$ cat config.mk
export PLATFORM = sky130hd
export DESIGN_NAME = bandwidth_regulator_flat
export DESIGN_NICKNAME = d
export VERILOG_FILES = /design/src/rtl/bandwidth_regulator_pkg.sv /design/src/rtl/bandwidth_regulator_if.sv /design/src/rtl/bandwidth_regulator_budget_counter.sv /design/src/rtl/bandwidth_regulator.sv /design/src/flat_wrapper.sv
export SDC_FILE = /design/constraint.sdc
export NUM_CORES = 1
export LEC_CHECK = 0
export CAP_MARGIN = 20
export CORE_ASPECT_RATIO = 0.5
export CORE_UTILIZATION = 57
export DETAILED_ROUTE_END_ITERATION = 10
export GPL_ROUTABILITY_DRIVEN = 0
export PLACE_DENSITY = 0.82
export SYNTH_ARGS = -nofsm -noshare
export SYNTH_HDL_FRONTEND = slang
export SYNTH_SLANG_ARGS = --single-unit
$ cat constraint.sdc
create_clock -name clock -period 6.3 [get_ports clock]
set_input_delay 1.89 -clock clock [delete_from_list [all_inputs] [get_ports clock]]
set_output_delay 1.89 -clock clock [all_outputs]
set_load 0.01 [all_outputs]
$ cat src/rtl/bandwidth_regulator_pkg.sv
// Shared types for the per-queue bandwidth regulator: value widths, config and budget FSM states.
// Optional statistics are enabled with the REGULATOR_STATS_EN macro.
package memoredf_regulator_pkg;

    localparam int DEF_NUMBER_OF_QUEUES = 4;
    localparam int DEF_REGISTER_SIZE    = 32;
    localparam int DEF_STAT_SIZE        = 16;

    typedef logic [DEF_REGISTER_SIZE-1:0] budget_t;
    typedef logic [DEF_STAT_SIZE-1:0]     stat_t;

    typedef enum logic {
        IDLE,
        PENDING
    } cfg_state_e;

    typedef enum logic [1:0] {
        FULL,
        PARTIAL,
        EXHAUSTED
    } budget_state_e;

endpackage

$ cat src/rtl/bandwidth_regulator_if.sv
// Bus between the queue scheduler side and the bandwidth regulator.
// exhaust_count only exists when REGULATOR_STATS_EN is defined.
interface bandwidth_regulator_if
    import memoredf_regulator_pkg::*;
#(
    parameter int NUMBER_OF_QUEUES = DEF_NUMBER_OF_QUEUES,
    parameter int REGISTER_SIZE    = DEF_REGISTER_SIZE
`ifdef REGULATOR_STATS_EN
    ,
    parameter int STAT_SIZE        = DEF_STAT_SIZE
`endif
) ();

    // Config handshake: a set transfers on a cycle where cfg_valid and cfg_ready are both 1;
    // the offerer holds cfg_period/cfg_budgets stable while cfg_valid is high and unaccepted.
    logic                                  enable;
    logic [NUMBER_OF_QUEUES-1:0]           consumed;
    logic                                  cfg_valid;
    logic                                  cfg_ready;
    logic [REGISTER_SIZE-1:0]              cfg_period;
    logic [NUMBER_OF_QUEUES*REGISTER_SIZE-1:0] cfg_budgets;
    logic [NUMBER_OF_QUEUES-1:0]           throttle;
    logic [NUMBER_OF_QUEUES*REGISTER_SIZE-1:0] remaining;
    logic                                  window_tick;
    cfg_state_e                            cfg_state;
    budget_state_e [NUMBER_OF_QUEUES-1:0]  budget_state;
`ifdef REGULATOR_STATS_EN
    logic [NUMBER_OF_QUEUES*STAT_SIZE-1:0] exhaust_count;
`endif

    modport slave (
        input  enable, consumed, cfg_valid, cfg_period, cfg_budgets,
        output cfg_ready, throttle, remaining, window_tick, cfg_state, budget_state
`ifdef REGULATOR_STATS_EN
        , output exhaust_count
`endif
    );

    modport master (
        output enable, consumed, cfg_valid, cfg_period, cfg_budgets,
        input  cfg_ready, throttle, remaining, window_tick, cfg_state, budget_state
`ifdef REGULATOR_STATS_EN
        , input exhaust_count
`endif
    );

endinterface

$ cat src/rtl/bandwidth_regulator_budget_counter.sv
// One queue's remaining-budget counter with FULL/PARTIAL/EXHAUSTED tracking.
// The exhaust event output exists only when REGULATOR_STATS_EN is defined.
module budget_counter
    import memoredf_regulator_pkg::*;
#(
    parameter int WIDTH = DEF_REGISTER_SIZE
) (
    input  logic             clock,
    input  logic             reset,
    input  logic             tick,
    input  logic             consume,
    input  logic             enable,
    input  logic [WIDTH-1:0] budget,
`ifdef REGULATOR_STATS_EN
    output logic             exhaust,
`endif
    output logic [WIDTH-1:0] remaining,
    output logic             throttle,
    output budget_state_e    state
);

    budget_state_e    state_q, state_d;
    logic [WIDTH-1:0] remaining_q, remaining_d;

    always_ff @(posedge clock or negedge reset) begin
        if (!reset) begin
            state_q     <= FULL;
            remaining_q <= '0;
        end else begin
            state_q     <= state_d;
            remaining_q <= remaining_d;
        end
    end

    // Reload beats consumption; a zero budget can never reach EXHAUSTED because it never decrements.
    always_comb begin
        state_d     = state_q;
        remaining_d = remaining_q;
        if (!enable || tick) begin
            state_d     = FULL;
            remaining_d = budget;
        end else if (consume && (remaining_q != '0)) begin
            remaining_d = remaining_q - WIDTH'(1);
            state_d     = (remaining_q == WIDTH'(1)) ? EXHAUSTED : PARTIAL;
        end
    end

`ifdef REGULATOR_STATS_EN
    assign exhaust   = enable && !tick && consume && (remaining_q == WIDTH'(1));
`endif
    assign remaining = remaining_q;
    assign throttle  = (state_q == EXHAUSTED);
    assign state     = state_q;

endmodule

$ cat src/rtl/bandwidth_regulator.sv
// Per-queue memory-bandwidth regulator: window counter, shadowed config FSM, one budget counter per queue.
// Define REGULATOR_STATS_EN to add saturating per-queue exhaustion counters.
module bandwidth_regulator
    import memoredf_regulator_pkg::*;
#(
    parameter int NUMBER_OF_QUEUES = DEF_NUMBER_OF_QUEUES,
    parameter int REGISTER_SIZE    = DEF_REGISTER_SIZE
`ifdef REGULATOR_STATS_EN
    ,
    parameter int STAT_SIZE        = DEF_STAT_SIZE
`endif
) (
    input  logic                  clock,
    input  logic                  reset,
    bandwidth_regulator_if.slave  bus
);

    localparam int N = NUMBER_OF_QUEUES;
    localparam int R = REGISTER_SIZE;

    cfg_state_e       cfg_state_q, cfg_state_d;
    logic [R-1:0]     period_q, shadow_period_q, cnt_q;
    logic [N*R-1:0]   budgets_q, shadow_budgets_q, load_budgets, remaining_w;
    logic [N-1:0]     throttle_w;
    budget_state_e [N-1:0] budget_state_w;
    logic             regulate, tick, apply, accept;

    assign regulate = bus.enable && (period_q != '0);
    assign tick     = regulate && (cnt_q == period_q - R'(1));
    // With regulation off there is no boundary to wait for, so a pending set applies at once.
    assign apply    = (cfg_state_q == PENDING) && (tick || (period_q == '0));
    assign load_budgets = apply ? shadow_budgets_q : budgets_q;

    always_comb begin
        cfg_state_d = cfg_state_q;
        accept      = 1'b0;
        case (cfg_state_q)
            IDLE: begin
                if (bus.cfg_valid) begin
                    accept      = 1'b1;
                    cfg_state_d = PENDING;
                end
            end
            PENDING: begin
                if (apply) begin
                    cfg_state_d = IDLE;
                end
            end
            default: cfg_state_d = IDLE;
        endcase
    end

    always_ff @(posedge clock or negedge reset) begin
        if (!reset) begin
            cfg_state_q      <= IDLE;
            period_q         <= '0;
            budgets_q        <= '0;
            shadow_period_q  <= '0;
            shadow_budgets_q <= '0;
        end else begin
            cfg_state_q <= cfg_state_d;
            if (accept) begin
                shadow_period_q  <= bus.cfg_period;
                shadow_budgets_q <= bus.cfg_budgets;
            end
            if (apply) begin
                period_q  <= shadow_period_q;
                budgets_q <= shadow_budgets_q;
            end
        end
    end

    always_ff @(posedge clock or negedge reset) begin
        if (!reset) begin
            cnt_q <= '0;
        end else if (!regulate || tick || apply) begin
            cnt_q <= '0;
        end else begin
            cnt_q <= cnt_q + R'(1);
        end
    end

`ifdef REGULATOR_STATS_EN
    localparam int S = STAT_SIZE;
    logic [N-1:0]   exhaust_w;
    logic [N*S-1:0] exhaust_q;

    always_ff @(posedge clock or negedge reset) begin
        if (!reset) begin
            exhaust_q <= '0;
        end else begin
            for (int i = 0; i < N; i++) begin
                if (exhaust_w[i] && !(&exhaust_q[i*S +: S])) begin
                    exhaust_q[i*S +: S] <= exhaust_q[i*S +: S] + S'(1);
                end
            end
        end
    end

    assign bus.exhaust_count = exhaust_q;
`endif

    for (genvar i = 0; i < N; i++) begin : g_queue
        budget_counter #(
            .WIDTH(R)
        ) u_counter (
            .clock     (clock),
            .reset     (reset),
            .tick      (tick),
            .consume   (bus.consumed[i]),
            .enable    (regulate),
            .budget    (load_budgets[i*R +: R]),
`ifdef REGULATOR_STATS_EN
            .exhaust   (exhaust_w[i]),
`endif
            .remaining (remaining_w[i*R +: R]),
            .throttle  (throttle_w[i]),
            .state     (budget_state_w[i])
        );
    end

    assign bus.cfg_ready    = (cfg_state_q == IDLE);
    assign bus.window_tick  = tick;
    assign bus.cfg_state    = cfg_state_q;
    assign bus.remaining    = remaining_w;
    assign bus.throttle     = throttle_w;
    assign bus.budget_state = budget_state_w;

endmodule

$ cat src/flat_wrapper.sv
// flat-port wrapper written by rule: the top's interface ports become plain ports
module bandwidth_regulator_flat import memoredf_regulator_pkg::*;
#(
    parameter int NUMBER_OF_QUEUES = DEF_NUMBER_OF_QUEUES,
    parameter int REGISTER_SIZE    = DEF_REGISTER_SIZE

)
  (clock, reset, bus_enable, bus_consumed, bus_cfg_valid, bus_cfg_period, bus_cfg_budgets, bus_cfg_ready, bus_throttle, bus_remaining, bus_window_tick, bus_cfg_state, bus_budget_state);
  bandwidth_regulator_if #(.NUMBER_OF_QUEUES(NUMBER_OF_QUEUES), .REGISTER_SIZE(REGISTER_SIZE)) bus_i ();
  input  logic clock;
  input  logic reset;
  input wire logic [$bits(bus_i.enable)-1:0] bus_enable;
  input wire logic [$bits(bus_i.consumed)-1:0] bus_consumed;
  input wire logic [$bits(bus_i.cfg_valid)-1:0] bus_cfg_valid;
  input wire logic [$bits(bus_i.cfg_period)-1:0] bus_cfg_period;
  input wire logic [$bits(bus_i.cfg_budgets)-1:0] bus_cfg_budgets;
  output wire logic [$bits(bus_i.cfg_ready)-1:0] bus_cfg_ready;
  output wire logic [$bits(bus_i.throttle)-1:0] bus_throttle;
  output wire logic [$bits(bus_i.remaining)-1:0] bus_remaining;
  output wire logic [$bits(bus_i.window_tick)-1:0] bus_window_tick;
  output wire logic [$bits(bus_i.cfg_state)-1:0] bus_cfg_state;
  output wire logic [$bits(bus_i.budget_state)-1:0] bus_budget_state;
  assign bus_i.enable = bus_enable;
  assign bus_i.consumed = bus_consumed;
  assign bus_i.cfg_valid = bus_cfg_valid;
  assign bus_i.cfg_period = bus_cfg_period;
  assign bus_i.cfg_budgets = bus_cfg_budgets;
  assign bus_cfg_ready = bus_i.cfg_ready;
  assign bus_throttle = bus_i.throttle;
  assign bus_remaining = bus_i.remaining;
  assign bus_window_tick = bus_i.window_tick;
  assign bus_cfg_state = bus_i.cfg_state;
  assign bus_budget_state = bus_i.budget_state;
  bandwidth_regulator #(.NUMBER_OF_QUEUES(NUMBER_OF_QUEUES), .REGISTER_SIZE(REGISTER_SIZE)) u_core (.clock(clock), .reset(reset), .bus(bus_i));
endmodule
==> impl_results.md <==
- Reg clk slew, reported paths: ~0.060 ns
- Tcrit/Tclk final: a little over nine tenths
- Syn Nets: approximately 2100
- CP Data Required Time: between 4 and 5 ns
- Io pins: about 310
- Area grow syn2layout: 21.70%
- Gr usage total: approximately a quarter
- Area contributors post-synth: dfrtp_1, mux2i_1, mux2_2, mux2_4, xnor2_1
- Crit path kind: flop to output pin
- RSZ-0062 raised after global routing: false
- Die H: roughly 150 um
- PD cells: between 200 and 300 mW/mm2
- Wire per inst: 19.90 um
- CTS Sinks: between 400 and 500
- First-pass DRT Iterations: 7
- Initial Utilization: between 50 and 60%
- Endpoints failing setup: 0
- Area leader, netlist: dfrtp_1
- Residual DRC: 0
- Number of buffers created by CTS: 44
- Most common flop cell mapped by yosys: dfrtp_1
- Delay-heaviest family, CP: compound AO/OA/AOI/OAI gates
- Most frequent cells in the layout: dfrtp_1, clkdlybuf4s50_1, mux2i_1
- Via count: 15572
- Final Hold Fails: 0
- Buf+Inv Stages, Crit Path: 2
- CP max stage delay: between 0.6 and 0.7 ns
- Lkg Pwr: around 0.013 uW
- First-pass GRT wire length: slightly below 90 mm
- Minimum clock period: approximately 6 ns
- Syn. warnings: 0
- Share of cells above drive strength 1: between 15 and 20%
- Post-synthesis cell count: ~1900
- Fmax: around 170 MHz
- Leading cell type in the layout, fill and taps excluded: dfrtp_1
- Final Max Tran Viols: 0
- Root buf cell: clkbuf_16
- CTS Buffer Depth: 3
- Class of the worst hold path: flop to flop
- Peak supply drop: about 220 uV
- Crit-path max FO: 5
- Sequential fraction of the synthesis area: about half
- Largest net degree at the start of global routing: 138
- Reg2reg setup slack: 1.92 ns
- Core Area: about 0.041 mm2
- Post-CTS setup buffer count: 0
- Die X: roughly 290 um
- Status: complete, no violations
- Clock Latency Late Sink: approximately 0.56 ns
- Worst-Margin Slew: around 1.1 ns
- CP Data Arrival Time: just over 4 ns
- 1st-iter DRT viols: about 900
- CP endpoint kind: output pin
- IO Port Bufs: between 300 and 400
- Die area: 0.04272 mm2
- Drt total wl: ~55 mm
- Row count: 52
- Nets@finish: between 2000 and 2500
- Critical-path cell list: inv_1, ha_1, nor2b_1, nand2_1, xor2_1, a2111oi_0, o2111ai_1, a2111o_1, nor4_1, clkdlybuf4s50_1
- Fraction of registers with async set or reset after synthesis: 100.0%
- Slowest cell on crit path: clkdlybuf4s50_1
- Post-synthesis register bit count: 489
- Initial antenna violation count: 5
- Top cell type's share of synthesized area: between 50% and 60%
- Setup Skew: around 0.021 ns
- Number of fill cells: slightly below 3000
- Remaining antenna violation count: 0
- Post-synthesis area per instance: ~13 um2
- Hold WS: approximately 0.50 ns
- DP Wirelength: about 38 mm
- Max H-tree Level: 2
- Netlist cell types: 67
- Via density: 5.665
- Fin Setup TNS: 0 ns
- Total grt overflow: 0
- Syn Std Cell Area: around 0.024 mm2
- CTS tree: built
- EDFF count, synth: 0
- Startpoint types: flop
- Vias in the first global route: between 15000 and 20000
- Slew margin rel.: approximately 28%
- Max Cap Viol: 0
## final cells by class
| class | instances | area [um2] | area share, % |
|---|---|---|---|
| clock inverter | 14 | 202.7 | 0.6983 |
| antenna | 5 | 12.51 | 0.04311 |
| timing repair buffer | 337 | 3448 | 11.88 |
| sequential | 489 | 12240 | 42.16 |
| tap | 540 | 675.6 | 2.328 |
| multi-input combinational | 1279 | 11100 | 38.26 |
| clock buffer | 65 | 1271 | 4.380 |
| inverter | 20 | 75.07 | 0.2586 |
## final timing paths
| path | from | cells after the start | endpoint |
|---|---|---|---|
| min in group asynchronous | reset | 1 | u_core.shadow_period_q[12] |
| max reg2reg | u_core.period_q[0] | 12 | u_core.budgets_q[93] |
| max in group asynchronous | reset | 2 | u_core.g_queue[2].u_counter.remaining[27] |
| max | u_core.period_q[0] | 10 | bus_window_tick |
| min reg2reg | u_core.shadow_period_q[6] | 1 | u_core.shadow_period_q[6] |
| min | u_core.shadow_period_q[6] | 1 | u_core.shadow_period_q[6] |
## per-layer routing
layer  global-route usage, %  up-vias  share of wire (%)
met5                       0        -                  0
met4                   8.492        0                3.0
met3                   3.380       91                3.3
met2                   44.49      294                 51
met1                   33.84     7924                 43
li1                        -     7263                  -
## worst register-to-register path: cells and delay by family (launching register included)
family,cells,cell delay [ns]
adder cells (fa/ha/maj),1,0.20
flip-flops,1,0.44
buffers and inverters,2,0.49
multiplexers,1,0.43
AO/OA/AOI/OAI,4,1.50
XOR/XNOR,1,0.22
AND/OR/NAND/NOR,3,0.97
## through the flow
stage	utilization (%)	cells	area, um2	setup slack [ns]	power, uW
2_1_floorplan	-	1875	23850	1.911	4377
3_3_place_gp	67.39	2665	27530	0.8886	5039
3_5_place_dp	67.39	2665	27530	0.8015	5079
4_1_cts	70.99	2744	29010	0.1987	7879
5_1_grt	71.04	2749	29030	0.1470	8145
6_report	71.04	2749	29030	0.3433	7818
## report_power, final
group,total [uW],internal [uW],switching [uW]
clock network,2790,1610,1190
registers,3720,3420,301
logic,1310,721,587
## cell usage after synthesis (2+ instances only)
cell / number
dfrtp_1: 489
mux2i_1: 258
mux2_2: 229
xnor2_1: 115
nor2_1: 108
mux2_4: 85
xor2_1: 71
nand2_1: 62
nor3_1: 53
nor4_1: 40
clkbuf_1: 38
nand3_1: 32
nand4_1: 21
inv_1: 20
o21ai_0: 19
buf_2: 18
or4_1: 17
nor2b_1: 15
buf_6: 14
nor3b_1: 14
a21oi_1: 13
buf_1: 13
or3_1: 13
nand2b_1: 12
ha_1: 11
and3_1: 10
nand3b_1: 6
nor4b_1: 6
nor3_2: 5
or2_2: 5
a31oi_1: 4
buf_4: 4
nor4bb_1: 4
a211o_1: 3
nor3_4: 3
o211ai_1: 3
o21a_1: 3
o31a_1: 3
o31ai_1: 3
or2_1: 3
nand4b_1: 2
or3_4: 2
or4b_2: 2
## registers in the layout (all words and copies together) (netlist names)
name / count
u_core.g_queue.u_counter.remaining: 128
u_core.g_queue.u_counter.state: 8
u_core.cnt_q: 32
u_core.shadow_period_q: 32
u_core.budgets_q: 128
u_core.shadow_budgets_q: 128
u_core.bus.cfg_state: 1
u_core.period_q: 32
## cell families (layout without fill, tap and decap cells)
| kind of cell | count (synthesis) | count (layout) | share of synthesized area, % |
|---|---|---|---|
| multiplexers | 572 | 572 | 26.99 |
| XOR/XNOR | 186 | 186 | 6.830 |
| buffers and inverters | 107 | 436 | 2.282 |
| AND/OR/NAND/NOR | 444 | 444 | 10.16 |
| flip-flops | 489 | 489 | 51.30 |
| adder cells (fa/ha/maj) | 11 | 11 | 0.5770 |
| other | 0 | 5 | 0 |
| AO/OA/AOI/OAI | 66 | 66 | 1.862 |
## what timing repair did
item	CTS	global route
endpoints found under the setup margin	0	1
hold buffers	0	0
resized for setup	0	1
Note: power is estimated with default switching activity, not from simulation.
